===== config.mk =====
export PLATFORM = sky130hd
export DESIGN_NAME = seq_divider_32
export DESIGN_NICKNAME = d
export VERILOG_FILES = /design/src/rtl/seq_divider_32.sv
export SDC_FILE = /design/constraint.sdc
export NUM_CORES = 1
export LEC_CHECK = 0
export BUFFER_PORTS_ARGS = -buffer_cell sky130_fd_sc_hd__buf_2
export CORE_MARGIN = 5
export CORE_UTILIZATION = 55
export DETAILED_ROUTE_END_ITERATION = 12
export PLACE_DENSITY_LB_ADDON = 0.08
export SETUP_SLACK_MARGIN = 0.1
export SLEW_MARGIN = 30
export SYNTH_ARGS = -nofsm -noshare
export SYNTH_HDL_FRONTEND = slang
export SYNTH_SLANG_ARGS = --single-unit

===== constraint.sdc =====
create_clock -name clk -period 7.95 [get_ports clk]
set_input_delay 1.59 -clock clk [delete_from_list [all_inputs] [get_ports clk]]
set_output_delay 1.59 -clock clk [all_outputs]
set_load 0.005 [all_outputs]

===== src/rtl/seq_divider_32.sv =====
// seq_divider_32: multi-cycle unsigned restoring divider built around a shared adder/subtractor
module addsub_32 #(
  parameter int WIDTH = 32
) (
  input  logic [WIDTH-1:0] a,
  input  logic [WIDTH-1:0] b,
  input  logic             m,
  output logic [WIDTH-1:0] sum,
  output logic             c_out
);
  logic [WIDTH:0] w_full;
  // two's-complement subtract when m=1: a + ~b + 1, carry-out set means no borrow
  always_comb w_full = {1'b0, a} + {1'b0, b ^ {WIDTH{m}}} + {{WIDTH{1'b0}}, m};
  assign {c_out, sum} = w_full;
endmodule

module seq_divider_32 #(
  parameter int WIDTH = 32
) (
  input  logic             clk,
  input  logic             rst,
  input  logic             start,
  input  logic [WIDTH-1:0] dividend,
  input  logic [WIDTH-1:0] divisor,
  output logic             busy,
  output logic             done,
  output logic [WIDTH-1:0] quotient,
  output logic [WIDTH-1:0] remainder,
  output logic             div_by_zero
);
  localparam int CW = $clog2(WIDTH) + 1;
  typedef enum logic [1:0] {IDLE, RUN, FIN} state_t;
  state_t           r_state;
  logic [WIDTH-1:0] r_d;
  logic [WIDTH-1:0] r_q;
  logic [WIDTH-1:0] r_r;
  logic [CW-1:0]    r_cnt;
  logic             r_busy;
  logic             r_done;
  logic [WIDTH-1:0] r_quot;
  logic [WIDTH-1:0] r_rem;
  logic             r_dbz;
  logic [WIDTH-1:0] w_r_sh;
  logic [WIDTH-1:0] w_diff;
  logic             w_cout;
  logic             w_acc;
  logic [WIDTH-1:0] w_r_nx;
  logic [WIDTH-1:0] w_q_nx;
  logic             w_last;
  // shift the next dividend bit into the partial remainder
  assign w_r_sh = {r_r[WIDTH-2:0], r_q[WIDTH-1]};
  addsub_32 #(.WIDTH(WIDTH)) u_sub (
    .a    (w_r_sh),
    .b    (r_d),
    .m    (1'b1),
    .sum  (w_diff),
    .c_out(w_cout)
  );
  // a bit shifted out of the top means the true remainder exceeds any divisor
  assign w_acc  = r_r[WIDTH-1] | w_cout;
  assign w_r_nx = w_acc ? w_diff : w_r_sh;
  assign w_q_nx = {r_q[WIDTH-2:0], w_acc};
  assign w_last = r_cnt == CW'(1);
  // control FSM, datapath registers and registered results
  always_ff @(posedge clk or posedge rst) begin
    if (rst) begin
      r_state <= IDLE;
      r_d     <= '0;
      r_q     <= '0;
      r_r     <= '0;
      r_cnt   <= '0;
      r_busy  <= 1'b0;
      r_done  <= 1'b0;
      r_quot  <= '0;
      r_rem   <= '0;
      r_dbz   <= 1'b0;
    end else begin
      case (r_state)
        IDLE: begin
          r_done <= 1'b0;
          if (start) begin
            r_d     <= divisor;
            r_q     <= dividend;
            r_r     <= '0;
            r_dbz   <= 1'b0;
            r_busy  <= 1'b1;
            r_cnt   <= CW'(WIDTH);
            r_state <= divisor == '0 ? FIN : RUN;
          end
        end
        RUN: begin
          r_r   <= w_r_nx;
          r_q   <= w_q_nx;
          r_cnt <= r_cnt - CW'(1);
          if (w_last) begin
            r_state <= FIN;
            r_done  <= 1'b1;
            r_busy  <= 1'b0;
            r_quot  <= w_q_nx;
            r_rem   <= w_r_nx;
          end
        end
        FIN: begin
          // arriving from RUN, done is already up; arriving straight from IDLE means divide by zero
          if (r_done) begin
            r_done  <= 1'b0;
            r_state <= IDLE;
          end else begin
            r_done <= 1'b1;
            r_busy <= 1'b0;
            r_quot <= '1;
            r_rem  <= r_q;
            r_dbz  <= 1'b1;
          end
        end
        default: r_state <= IDLE;
      endcase
    end
  end
  assign busy        = r_busy;
  assign done        = r_done;
  assign quotient    = r_quot;
  assign remainder   = r_rem;
  assign div_by_zero = r_dbz;
endmodule


* Yosys cells after proc, flatten, opt, wreduce, memory -nomap -nowiden *
Index checks and enable logic that the tools add are counted.

word-level totals
  register bits after elaboration = 171
  input port bits = 67
  output and inout port bits = 67
  word-level logic and storage cells = 63

cells by class
  add/subtract/negate cells = 3
  equality and inequality tests = 7
  multiplexer cells = 28
  bitwise operators = 2
  reduce and logical (&&, ||, !) cells = 13

operators by type and width
  kind                     count
  $pmux W32 S2             4
  $mux W32                 7
  $add A32 B32 Y33         1
  $add A33 B1 Y33 const B  1
  $logic_not A32 Y1        1
  $not A32 Y32             1
  $pmux W6 S2              1
  $reduce_and A3 Y1        3
  $mux W2                  4
  $ne A2 B2 Y1 const B     4
  $mux W1                  7
  $eq A6 B1 Y1 const B     1
  $mux W6                  1
  $pmux W1 S3              2
  $pmux W2 S3              1
  $reduce_and A2 Y1        3
  $reduce_bool A2 Y1       3
  $sub A6 B1 Y6 const B    1
  $reduce_and A4 Y1        1
  $reduce_bool A3 Y1       1
  $eq A2 B1 Y1 const B     1
  $eq A2 B2 Y1 const B     1
  $logic_not A2 Y1         1
  $pmux W1 S2              1
  $or A1 B1 Y1             1

* Longest topological paths before layout *
  word-level depth = 7
  mapped depth = 14
  depth with buffers taken out = 12

* By module *
From an unflattened synthesis, not the netlist that was laid out.

unflattened totals
  cells, all modules = 949
  area total of the unflattened synthesis = 9709.3 um2

modules (own cells, without submodules)
  module          times used  cells an instance  area an instance (um2)  sequential area each (um2)
  seq_divider_32  1           649                7608.5                  4279.1
  addsub_32       1           300                2100.8                  0.0

* Worst setup path before layout *
Ideal clock, no wire load.

  path kind = input-to-reg
  start = input port start
  end = register r_r[1]
  setup time = 75 ps
  arrival time = 2681 ps
  data required time = 7875 ps
  setup slack = 5194 ps
  stages = 6
  buffers on the path = 3
  cell sequence = mux2i_1 > clkbuf_1 > clkbuf_1 > clkbuf_1 > nand2_1 > o21ai_2

on the way
  longest elaborated chain between the ends = 2

RTL lines
  element                             line  RTL
  from (decl)                         22    input logic start,
  $ne A2 B2 Y1 (no source line)       --
  $reduce_and A2 Y1 (no source line)  --
  to (signal assigned)                92    r_r <= w_r_nx;
  to (decl)                           36    logic [WIDTH-1:0] r_r;

No other way between the ends.
A chain may end at the register's enable or synchronous reset.

* Worst setup path in the final report *
  start = register r_q[31]
  end = register r_r[30]

on the way
  longest elaborated chain between the ends = 5

RTL lines
  element                 line  RTL
  from (decl)             35    logic [WIDTH-1:0] r_q;
  from (signal assigned)  83    r_q <= dividend;
  from (signal assigned)  93    r_q <= w_q_nx;
  $add A32 B32 Y33 (*)    13    always_comb w_full = {1'b0, a} + {1'b0, b ^ {WIDTH{m}}} + {{WIDTH{1'b0}}, m};
  $add A33 B1 Y33 (*)     13
  $or A1 B1 Y1            60    assign w_acc = r_r[WIDTH-1] | w_cout;
  $mux W32 (*)            61    assign w_r_nx = w_acc ? w_diff : w_r_sh;
  $pmux W32 S2 (*)        78    case (r_state)

Every way passes the cells marked *; elsewhere a longest branch is shown, timed or not.

==> flow_metrics.py <==
metrics = {
    "route": {
        "route.detailed.drc": 0,
        "avgViaCountPerCell": 5.80,
        "drt-initial-drc-count": 559,
        "wl_per_cell_um": 19.1,
        "ant_nets": 0,
        "vias": 7692,
        "wl_mm": 25.3,
        "first_pass_iters": 5,
    },
    "worst_setup_path": {
        "worstPathArrival_ns": 3.73,
        "worstSetupPathType": "flop to flop",
        "worst_setup_path_start_kind": "flop",
        "cp_max_fo": 34,
        "crit_start": "r_q[31]$_DFFE_PP0P_",
        "slowest_stage": "o21a_4",
        "required_ns": 8.31,
        "cpPeakStageDelay_ns": 0.59,
        "timing.rr.start": "r_q[31]$_DFFE_PP0P_",
        "path_cells": "inv_1 > ha_1 > fa_1 > nand2b_1 > a21oi_2 > o2111ai_1 > a21oi_1 > a211oi_2 > a21oi_2 > o21a_4 > mux2_4 > o21ai_2",
        "cp_num_buf_inv": 1,
        "end_kind": "flop",
        "cp_common_cell": "a21oi_2",
        "cpLargestDelayFamily": "compound AO/OA/AOI/OAI gates",
    },
    "yosys": {
        "synth-seq-cells": 171,
        "synthTopCellsByArea": "dfrtp_1 46%, mux2i_1 6.6%, nand2_1 6.2%, ha_1 5.1%, o21ai_0 4.6%",
        "synthDominantCellAreaShare": 0.456,
        "synthArstFlopShare": 1.00,
        "synth_most_common_cell": "dfrtp_1",
        "syn_nets": 1094,
        "ys.flop_type": "dfrtp_1",
        "syn-mean-instance-area_um2": 9.49,
        "synth_cell_type_count": 57,
        "synth-edff-count": 0,
        "ys_top_cells_by_count": "171 x dfrtp_1, 156 x nand2_1, 87 x o21ai_0",
        "netlist_area_mm2": 0.00937,
        "synth_warnings": 0,
        "netlist.top_cell.by_area": "dfrtp_1",
        "syn_inst": 988,
        "yosysSeqAreaShare": 0.456,
    },
    "floorplanning": {
        "ios": 134,
        "coreArea_mm2": 0.0166,
        "dieArea_mm2": 0.0198,
        "start_util": 0.563,
        "die_w_um": 141,
        "core.rowCount": 47,
        "fp.dieH_um": 141,
    },
    "finish": {
        "diodes": 0,
        "drive_above_1_share": 0.209,
        "area_growth_pct": 14.9,
        "nets": 1200,
        "n_fill_cell": 1416,
    },
    "global_routing": {
        "grt_pass1_vias": 7826,
        "grt_max_degree": 102,
        "antenna_found_initial": 0,
        "grt_first_pass_wirelength_mm": 41.1,
        "grt.total_usage": 0.260,
        "grt-ovfl-total": 0,
    },
    "cts": {
        "cts-buffers-inserted": 17,
        "clkTransAtPathRegs_ns": 0.07,
        "htree_levels": 4,
        "clock_sinks": 171,
        "cts_tree": "done",
        "ctsResizeCount": 0,
        "holdBufCountCts": 0,
        "cts-root-buf": "clkbuf_16",
        "clk_latency_ns": 0.44,
        "cts_setup_buffers": 0,
        "cts_buffer_depth": 2,
    },
    "place": {
        "port_buffers": 133,
        "gp_congestion": 0.936,
        "dp_hpwl_mm": 17.9,
        "dp_slack_ns": 4.61,
    },
    "sta": {
        "setup_ws_ns": 4.58,
        "finClkSkew_ns": 0.0101,
        "relSlewSlack": 0.512,
        "final_max_slew_viol_count": 0,
        "min_period_ns": 3.37,
        "hold_violations": 0,
        "max_clock_freq_ghz": 0.297,
        "finalCritPeriodShare": 0.423,
        "rsz0062_at_grt": "no",
        "setup_tns_ns": 0,
        "setup_viol": 0,
        "tightest_slew_ns": 0.726,
    },
    "power": {
        "vdd_ir_drop_max_mv": 0.257,
        "power.density_mw_per_mm2": 377,
        "power_leakage_nw": 5.24,
    },
    "worst_hold_path": {
        "hp-class": "flop to flop",
        "min_from": "quotient[28]$_DFFE_PP0P_",
    },
    "outcome": {
        "outcome": "finished, final reports clean",
    },
    "run": {
        "maxCapViolCount": 0,
    },
}
-- cell type report --
class,count,area [µm²],area share
Multi-Input combinational cell,718,4710,0.437
Sequential cell,171,4280,0.397
Timing Repair Buffer,141,729,0.0677
Clock buffer,18,429,0.0398
Tap cell,220,275,0.0256
Clock inverter,14,176,0.0164
Inverter,45,174,0.0161
-- state kept, by name (all words and copies together) (netlist names) --
register and count:
busy 1, remainder 32, r_state 2, done 1, r_q 32, r_r 32
r_d 32, div_by_zero 1, r_cnt 6, quotient 32
-- power breakdown --
group | switching, mW | internal [mW] | total (mW)
logic | 1.12 | 0.679 | 1.80
clock network | 0.381 | 0.476 | 0.857
registers | 0.220 | 1.19 | 1.41
-- placed cells by master, fill, tap and decap left out, types with 12 or more instances in the layout --
cell type / n
o21ai_1: 61
nor2_1: 24
mux2i_1: 61
and3_1: 38
mux2_2: 32
nand2_1: 156
dfrtp_1: 171
ha_1: 36
o21ai_0: 87
xnor2_1: 21
a21oi_1: 62
buf_2: 133
clkbuf_16: 17
inv_1: 44
o21a_1: 12
-- routing by layer --
metal / vias up / part of all wire / track usage
li1: 3694 / - / -
met1: 3735 / 0.43 / 0.345
met2: 222 / 0.49 / 0.436
met3: 41 / 0.049 / 0.0481
met4: 0 / 0.022 / 0.0816
met5: - / 0 / 0
-- per-stage QoR --
stage / total power, mW / utilization / area (µm²) / cells / hold slack, ns
detailed placement: 3.21 / 0.610 / 10200 / 1295 / 0.450
finish: 4.06 / 0.647 / 10800 / 1327 / 0.462
global placement: 3.17 / 0.610 / 10100 / 1295 / 0.445
floorplan: 2.66 / - / 9370 / 988 / 0.463
CTS: 4.08 / 0.647 / 10800 / 1327 / 0.467
global route: 4.37 / 0.647 / 10800 / 1327 / 0.487
-- path summary, 6_finish.rpt --
kind	endpoint	slack (ns)	depth (start not counted)
setup / recovery	r_r[30]$_DFFE_PP0P_	4.58	12
hold / removal	quotient[28]$_DFFE_PP0P_	0.46	2
setup reg to reg	r_r[30]$_DFFE_PP0P_	4.58	12
hold reg to reg	quotient[28]$_DFFE_PP0P_	0.46	2
max in group asynchronous	r_d[18]$_DFFE_PP0P_	5.46	3
min in group asynchronous	quotient[13]$_DFFE_PP0P_	1.27	2
-- worst register-to-register path, cell delays in order (launching register included) --
cell	delay [ns]
dfrtp_1	0.38
inv_1	0.07
ha_1	0.21
fa_1	0.40
nand2b_1	0.19
a21oi_2	0.19
o2111ai_1	0.18
a21oi_1	0.26
a211oi_2	0.11
a21oi_2	0.22
o21a_4	0.59
mux2_4	0.39
o21ai_2	0.12
-- cells by family after synthesis --
logic type,synth area share
flip-flops,0.456
AO/OA/AOI/OAI,0.175
multiplexers,0.111
XOR/XNOR,0.0290
adder cells (fa/ha/maj),0.0529
buffers and inverters,0.0459
AND/OR/NAND/NOR,0.130
Note: power is estimated with default switching activity, not from simulation.
